**src/rtl/sdram_arb_if.sv**
```systemverilog
// Requester-side and sdram_cnt-side signals of the sdram_arb arbiter.
// slave is the arbiter's view; master is the surrounding requesters and controller.
interface sdram_arb_if #(
    parameter int NUM_PORTS = 2,
    parameter int AW        = 12,
    parameter int DW        = 32
) ();
    logic [NUM_PORTS-1:0]    p_req;
    logic [NUM_PORTS-1:0]    p_we;
    logic [NUM_PORTS*AW-1:0] p_addr;
    logic [NUM_PORTS*DW-1:0] p_wdata;
    logic [NUM_PORTS-1:0]    p_ack;
    logic [NUM_PORTS-1:0]    p_rvalid;
    logic [DW-1:0]           p_rdata;
    logic [NUM_PORTS-1:0]    p_err;
    logic [NUM_PORTS-1:0]    gnt;
    logic                    en;
    logic                    we;
    logic [AW-1:0]           addr_in;
    logic [DW-1:0]           data_in;
    logic                    rdy;
    logic [DW-1:0]           data_out;
    logic                    valid;

    modport slave (
        input  p_req, p_we, p_addr, p_wdata, rdy, data_out, valid,
        output p_ack, p_rvalid, p_rdata, p_err, gnt, en, we, addr_in, data_in
    );

    modport master (
        output p_req, p_we, p_addr, p_wdata, rdy, data_out, valid,
        input  p_ack, p_rvalid, p_rdata, p_err, gnt, en, we, addr_in, data_in
    );
endinterface

```
**src/rtl/sdram_arb.sv**
```systemverilog
// Round-robin arbiter sharing one sdram_cnt user port among NUM_PORTS requesters.
// One transaction in flight; a stalled transaction is aborted with p_err after TIMEOUT cycles.
module sdram_arb #(
    parameter int NUM_PORTS = 2,
    parameter int AW        = 12,
    parameter int DW        = 32,
    parameter int TIMEOUT   = 1024
) (
    input  logic       clk,
    input  logic       rst_n,
    sdram_arb_if.slave bus
);
    localparam int PW = (NUM_PORTS > 1) ? $clog2(NUM_PORTS) : 1;
    localparam logic [PW:0]   NP   = (PW+1)'(NUM_PORTS);
    localparam logic [PW-1:0] LAST = PW'(NUM_PORTS - 1);
    localparam logic [15:0]   TLIM = 16'(TIMEOUT - 1);

    typedef enum logic [1:0] {IDLE, ISSUE, BUSY} state_t;

    state_t               state, state_nx;
    logic [PW-1:0]        ptr, ptr_nx, own, own_nx, win;
    logic [PW:0]          scan;
    logic                 found, done;
    logic [15:0]          cnt, cnt_nx;
    logic                 en_nx, we_nx;
    logic [AW-1:0]        addr_nx;
    logic [DW-1:0]        data_nx, rdata_nx;
    logic [NUM_PORTS-1:0] gnt_nx, ack_nx, rv_nx, err_nx, own_oh;

    // first requester at or after ptr, wrapping modulo NUM_PORTS
    always_comb begin
        win   = ptr;
        found = 1'b0;
        scan  = '0;
        for (int i = 0; i < NUM_PORTS; i++) begin
            scan = {1'b0, ptr} + (PW+1)'(i);
            if (scan >= NP) scan = scan - NP;
            if (!found && bus.p_req[scan[PW-1:0]]) begin
                win   = scan[PW-1:0];
                found = 1'b1;
            end
        end
    end

    always_comb begin
        own_oh      = '0;
        own_oh[own] = 1'b1;
    end

    always_comb begin
        state_nx = state;
        ptr_nx   = ptr;
        own_nx   = own;
        cnt_nx   = cnt;
        en_nx    = 1'b0;
        we_nx    = bus.we;
        addr_nx  = bus.addr_in;
        data_nx  = bus.data_in;
        gnt_nx   = bus.gnt;
        ack_nx   = '0;
        rv_nx    = '0;
        err_nx   = '0;
        rdata_nx = bus.p_rdata;
        // writes finish on rdy after the controller went busy; reads on valid
        done     = bus.we ? (state == BUSY && bus.rdy) : bus.valid;
        unique case (state)
            IDLE: begin
                if (bus.rdy && found) begin
                    own_nx      = win;
                    gnt_nx      = '0;
                    gnt_nx[win] = 1'b1;
                    en_nx       = 1'b1;
                    we_nx       = bus.p_we[win];
                    addr_nx     = bus.p_addr[win*AW +: AW];
                    data_nx     = bus.p_wdata[win*DW +: DW];
                    ptr_nx      = (win == LAST) ? '0 : win + PW'(1);
                    cnt_nx      = '0;
                    state_nx    = ISSUE;
                end
            end
            ISSUE, BUSY: begin
                if (done) begin
                    ack_nx   = own_oh;
                    gnt_nx   = '0;
                    state_nx = IDLE;
                    if (!bus.we) begin
                        rv_nx    = own_oh;
                        rdata_nx = bus.data_out;
                    end
                end else if (cnt == TLIM) begin
                    err_nx   = own_oh;
                    gnt_nx   = '0;
                    state_nx = IDLE;
                end else begin
                    cnt_nx = cnt + 16'd1;
                    if (state == ISSUE && !bus.rdy) state_nx = BUSY;
                end
            end
            default: state_nx = IDLE;
        endcase
    end

    always_ff @(posedge clk) begin
        if (!rst_n) begin
            state        <= IDLE;
            ptr          <= '0;
            own          <= '0;
            cnt          <= '0;
            bus.en       <= 1'b0;
            bus.we       <= 1'b0;
            bus.addr_in  <= '0;
            bus.data_in  <= '0;
            bus.gnt      <= '0;
            bus.p_ack    <= '0;
            bus.p_rvalid <= '0;
            bus.p_err    <= '0;
            bus.p_rdata  <= '0;
        end else begin
            state        <= state_nx;
            ptr          <= ptr_nx;
            own          <= own_nx;
            cnt          <= cnt_nx;
            bus.en       <= en_nx;
            bus.we       <= we_nx;
            bus.addr_in  <= addr_nx;
            bus.data_in  <= data_nx;
            bus.gnt      <= gnt_nx;
            bus.p_ack    <= ack_nx;
            bus.p_rvalid <= rv_nx;
            bus.p_err    <= err_nx;
            bus.p_rdata  <= rdata_nx;
        end
    end
endmodule

```
**src/flat_wrapper.sv**
```systemverilog
// flat-port wrapper written by rule: the top's interface ports become plain ports
module sdram_arb_flat 
#(
    parameter int NUM_PORTS = 2,
    parameter int AW        = 12,
    parameter int DW        = 32,
    parameter int TIMEOUT   = 1024
)
  (clk, rst_n, bus_p_req, bus_p_we, bus_p_addr, bus_p_wdata, bus_rdy, bus_data_out, bus_valid, bus_p_ack, bus_p_rvalid, bus_p_rdata, bus_p_err, bus_gnt, bus_en, bus_we, bus_addr_in, bus_data_in);
  sdram_arb_if #(.NUM_PORTS(NUM_PORTS), .AW(AW), .DW(DW)) bus_i ();
  input  logic clk;
  input  logic rst_n;
  input wire logic [$bits(bus_i.p_req)-1:0] bus_p_req;
  input wire logic [$bits(bus_i.p_we)-1:0] bus_p_we;
  input wire logic [$bits(bus_i.p_addr)-1:0] bus_p_addr;
  input wire logic [$bits(bus_i.p_wdata)-1:0] bus_p_wdata;
  input wire logic [$bits(bus_i.rdy)-1:0] bus_rdy;
  input wire logic [$bits(bus_i.data_out)-1:0] bus_data_out;
  input wire logic [$bits(bus_i.valid)-1:0] bus_valid;
  output wire logic [$bits(bus_i.p_ack)-1:0] bus_p_ack;
  output wire logic [$bits(bus_i.p_rvalid)-1:0] bus_p_rvalid;
  output wire logic [$bits(bus_i.p_rdata)-1:0] bus_p_rdata;
  output wire logic [$bits(bus_i.p_err)-1:0] bus_p_err;
  output wire logic [$bits(bus_i.gnt)-1:0] bus_gnt;
  output wire logic [$bits(bus_i.en)-1:0] bus_en;
  output wire logic [$bits(bus_i.we)-1:0] bus_we;
  output wire logic [$bits(bus_i.addr_in)-1:0] bus_addr_in;
  output wire logic [$bits(bus_i.data_in)-1:0] bus_data_in;
  assign bus_i.p_req = bus_p_req;
  assign bus_i.p_we = bus_p_we;
  assign bus_i.p_addr = bus_p_addr;
  assign bus_i.p_wdata = bus_p_wdata;
  assign bus_i.rdy = bus_rdy;
  assign bus_i.data_out = bus_data_out;
  assign bus_i.valid = bus_valid;
  assign bus_p_ack = bus_i.p_ack;
  assign bus_p_rvalid = bus_i.p_rvalid;
  assign bus_p_rdata = bus_i.p_rdata;
  assign bus_p_err = bus_i.p_err;
  assign bus_gnt = bus_i.gnt;
  assign bus_en = bus_i.en;
  assign bus_we = bus_i.we;
  assign bus_addr_in = bus_i.addr_in;
  assign bus_data_in = bus_i.data_in;
  sdram_arb #(.NUM_PORTS(NUM_PORTS), .AW(AW), .DW(DW), .TIMEOUT(TIMEOUT)) u_core (.clk(clk), .rst_n(rst_n), .bus(bus_i));
endmodule
```
**config.mk**
```make
export PLATFORM = sky130hd
export DESIGN_NAME = sdram_arb_flat
export DESIGN_NICKNAME = d
export VERILOG_FILES = /design/src/rtl/sdram_arb_if.sv /design/src/rtl/sdram_arb.sv /design/src/flat_wrapper.sv
export SDC_FILE = /design/constraint.sdc
export NUM_CORES = 1
export LEC_CHECK = 0
export BUFFER_PORTS_ARGS = -buffer_cell sky130_fd_sc_hd__buf_4
export CORE_AREA = 2 2 110 154
export CTS_BUF_LIST = sky130_fd_sc_hd__clkbuf_4 sky130_fd_sc_hd__clkbuf_8
export CTS_CLUSTER_DIAMETER = 120
export CTS_CLUSTER_SIZE = 16
export DETAILED_ROUTE_END_ITERATION = 10
export DIE_AREA = 0 0 112 156
export PLACE_DENSITY = 0.56
export SLEW_MARGIN = 40
export SYNTH_ARGS = -nofsm -noshare
export SYNTH_HDL_FRONTEND = slang
export SYNTH_SLANG_ARGS = --single-unit
```
**constraint.sdc**
```tcl
create_clock -name clk -period 2.86 [get_ports clk]
set_input_delay 0.143 -clock clk [delete_from_list [all_inputs] [get_ports clk]]
set_output_delay 0.143 -clock clk [all_outputs]
set_load 0.05 [all_outputs]
```
==> results.rst <==
.. list-table::
   :header-rows: 1

   * - Metric
     - Value
   * - Number of fillers in the final layout
     - 1652
   * - Setup crit start
     - u_core.state[0]
   * - Global placement routability congestion
     - a little over 0.8
   * - Post-Syn Instances
     - 519
   * - Max Cap Viol
     - 0
   * - Kind of start point of the critical path
     - flop
   * - Post-CTS Setup Bufs
     - 0
   * - Antenna violations before repair
     - 0
   * - Maximum clock frequency
     - between 400 and 500 MHz
   * - Cells on worst reg2reg path
     - 6
   * - Cell variety after synth
     - between 40 and 50
   * - Via count
     - 4458
   * - Routed length per placed instance
     - between 10 and 15 um
   * - Avg Cell Area, Syn
     - 9.16 um2
   * - Final TNS setup
     - 0 ns
   * - Hold violation count in the final report
     - 0
   * - Clk_lat worst skew
     - 0.38 ns
   * - HP Class
     - in -> reg
   * - Die height
     - 156 um
   * - Synthesized net count
     - around 650
   * - Worst r2r src
     - u_core.state[0]
   * - Final HPWL from detailed placement
     - about 9.6 mm
   * - Nets@finish
     - ~840
   * - Clock Root Buffer
     - sky130_fd_sc_hd__clkbuf_8
   * - Routed WL
     - approximately 13 mm
   * - Layout-stage area growth over the synthesis result
     - 41.4%
   * - Clock Path Buffers
     - 2
   * - DRT Pass-1 Iters
     - 4
   * - Worst supply voltage drop on vdd
     - about 0.32 mV
   * - Post-route antenna net violation count
     - 0
   * - Number of DRC markers after the initial detailed-route iteration
     - approximately 180
   * - Number of buffer cells added on primary ports
     - roughly 210
   * - CTS Hold Bufs
     - 2
   * - Post-route DRC violation count
     - 0
   * - P_leak
     - 3.34 nW
   * - Maximum cell stage delay along the critical path
     - slightly above 0.6 ns
   * - Antenna diode instance count
     - 0
   * - Cell count after placement
     - 896
   * - Final standard cell count with taps included and fillers excluded
     - 914
   * - Total die area
     - 17500 um2
   * - Crit end category
     - flop
   * - Outcome
     - complete, no violations
   * - H-tree depth
     - 3
   * - Asr flop ratio synth
     - 0
   * - Global-route wire length before repair
     - about 21 mm
   * - Finish-stage setup viols
     - 0
   * - Number of clock sinks seen by CTS
     - between 100 and 150
   * - Data arrival at the endpoint of the critical path
     - approximately 2.5 ns
   * - Synth Register Bits
     - 106
   * - Number of CTS-inserted buffers
     - 9
   * - Post_cts resized
     - 0
   * - Clock period minus worst slack
     - 2.23 ns
   * - Number of global-route vias before repair
     - 4161
   * - Crit-path most repeated cell
     - sky130_fd_sc_hd__inv_1
   * - Number of primary I/O pins
     - 214
   * - Final worst-path cycle share
     - 0.781
   * - Netlist area before placement
     - about 4800 um2
   * - Max FO, Critical Path
     - 32
   * - Critical hold path startpoint
     - bus_data_out[21]
   * - Library cell contributing the largest single delay on the critical path
     - sky130_fd_sc_hd__ha_1
   * - Clock tree from TritonCTS
     - built
   * - Vias per inst
     - between 4 and 5
   * - GRT overflow
     - 0
   * - Final Max Slew Viols
     - 0
   * - GRT Util Overall
     - 0.144
   * - Worst EP required
     - ~3.1 ns
   * - Worst slew slack as a fraction of its limit
     - 0.572
   * - Worst-Margin Slew
     - approximately 0.64 ns
   * - Share of post-route cells with drive strength above 1
     - 0.345
   * - Largest net degree at the start of global routing
     - 96
   * - EDFF count, synth
     - 0
   * - Horizontal extent of the die
     - roughly 110 um
   * - Synthesis warning total
     - 0
   * - Reg clk slew, reported paths
     - approximately 0.11 ns
   * - Clock skew
     - ~0.013 ns
   * - Initial core utilization
     - 0.295
   * - Leading register cell type out of synthesis
     - sky130_fd_sc_hd__dfxtp_1
   * - Sequential area share after synthesis
     - 0.446
   * - Power per cell area
     - around 780 nW/um2
   * - Core footprint
     - ~16000 um2
   * - Critical path, cell by cell
     - inv_1 > ha_1 > inv_1 > or2_2 > nand2_1 > a21boi_0
   * - Crit Path Class
     - reg -> reg
   * - RSZ-0062 raised after global routing
     - no
   * - Sum of internal, switching and leakage power
     - between 5 and 6 mW
   * - Number of placement rows
     - 55
   * - Worst hold path cell count
     - 3
## per-layer routing
layer	vias to the layer above	share of wire	GRT usage
met2	212	0.46	0.233
met3	7	0.10	0.0455
met5	-	0	0
met1	2033	0.43	0.182
li1	2206	-	-
met4	0	0.0057	0.0494
## worst max-delay path: cells and delay by family (launching register included)
family,cells,cell delay (ns)
AOI/OAI and AO/OA,1,0.09
adders and majority gates,1,0.61
buffers and inverters,2,0.30
DFF,1,0.39
and+or+nand+nor,2,0.73
## per-stage QoR
stage / utilization / setup slack [ns] / hold WS (ns) / area [um2]
after floorplan: - / 0.948 / 0.288 / 4750
after global placement: 0.403 / 0.698 / 0.409 / 6490
after detailed placement: 0.403 / 0.633 / 0.417 / 6490
after CTS: 0.417 / 0.612 / 0.00118 / 6720
after global routing: 0.417 / 0.451 / 0.00582 / 6720
final: 0.417 / 0.626 / 0.0207 / 6720
## final timing paths
kind / endpoint / slack [ns]
setup / recovery: u_core.bus.p_rdata[15] / 0.63
hold / removal: u_core.bus.p_rdata[21] / 0.02
setup reg to reg: u_core.bus.p_rdata[15] / 0.63
hold reg to reg: u_core.bus.p_rdata[10] / 0.47
## power by group
| group | total (mW) | switching, mW | internal [mW] |
|---|---|---|---|
| registers | 1.90 | 0.159 | 1.74 |
| clock network | 0.988 | 0.546 | 0.442 |
| logic | 2.39 | 1.60 | 0.788 |
| total | 5.28 | 2.31 | 2.97 |
## layout by cell type (no fill, tap or decap), types with 6 or more instances in the layout
cell                       count
sky130_fd_sc_hd__nand3_1      13
sky130_fd_sc_hd__o211a_1      46
sky130_fd_sc_hd__nor2_1        6
sky130_fd_sc_hd__inv_1         6
sky130_fd_sc_hd__clkbuf_8     10
sky130_fd_sc_hd__mux2i_1      46
sky130_fd_sc_hd__ha_1          6
sky130_fd_sc_hd__a21oi_1       6
sky130_fd_sc_hd__dfxtp_1     106
sky130_fd_sc_hd__o21ai_1      13
sky130_fd_sc_hd__buf_4       215
sky130_fd_sc_hd__nand2_1     132
sky130_fd_sc_hd__a21boi_0     32
sky130_fd_sc_hd__nand4_1       6
## registers in the layout (all words and copies together), names as in the netlist
name,count
u_core.bus.gnt,2
u_core.state,2
u_core.bus.p_err,2
u_core.own,1
u_core.bus.en,1
u_core.bus.p_rvalid,2
u_core.ptr,1
u_core.bus.we,1
u_core.bus.p_rdata,32
u_core.bus.data_in,32
u_core.bus.p_ack,2
u_core.cnt,16
u_core.bus.addr_in,12
## layout make-up
| type | instances | area (um2) | share of cell area |
|---|---|---|---|
| multi-input combinational | 368 | 2440 | 0.364 |
| sequential | 106 | 2120 | 0.316 |
| timing repair buffer | 219 | 1670 | 0.249 |
| tap | 199 | 249 | 0.0370 |
| clock buffer | 10 | 138 | 0.0205 |
| clock inverter | 6 | 72.6 | 0.0108 |
| inverter | 6 | 22.5 | 0.00335 |
## cell families after synthesis
kind of cell | after synthesis | share of synthesized area
buf+inv | 45 | 0.0421
flops | 106 | 0.446
mux | 46 | 0.0968
simple gates | 193 | 0.188
compound gates | 122 | 0.209
fa+ha+maj | 7 | 0.0179
## Yosys cell counts (6+ instances only)
library cell	count	share of area
sky130_fd_sc_hd__nand3_1	13	0.014
sky130_fd_sc_hd__ha_1	6	0.016
sky130_fd_sc_hd__o211a_1	46	0.097
sky130_fd_sc_hd__clkbuf_1	24	0.019
sky130_fd_sc_hd__o21ai_1	13	0.014
sky130_fd_sc_hd__a21boi_0	32	0.051
sky130_fd_sc_hd__dfxtp_1	106	0.45
sky130_fd_sc_hd__nand2_1	132	0.10
sky130_fd_sc_hd__nand4_1	6	0.0079
sky130_fd_sc_hd__inv_1	6	0.0047
sky130_fd_sc_hd__a21oi_1	6	0.0063
sky130_fd_sc_hd__mux2i_1	46	0.097
sky130_fd_sc_hd__nor2_1	8	0.0063
Power figures use the tool's default switching activity.
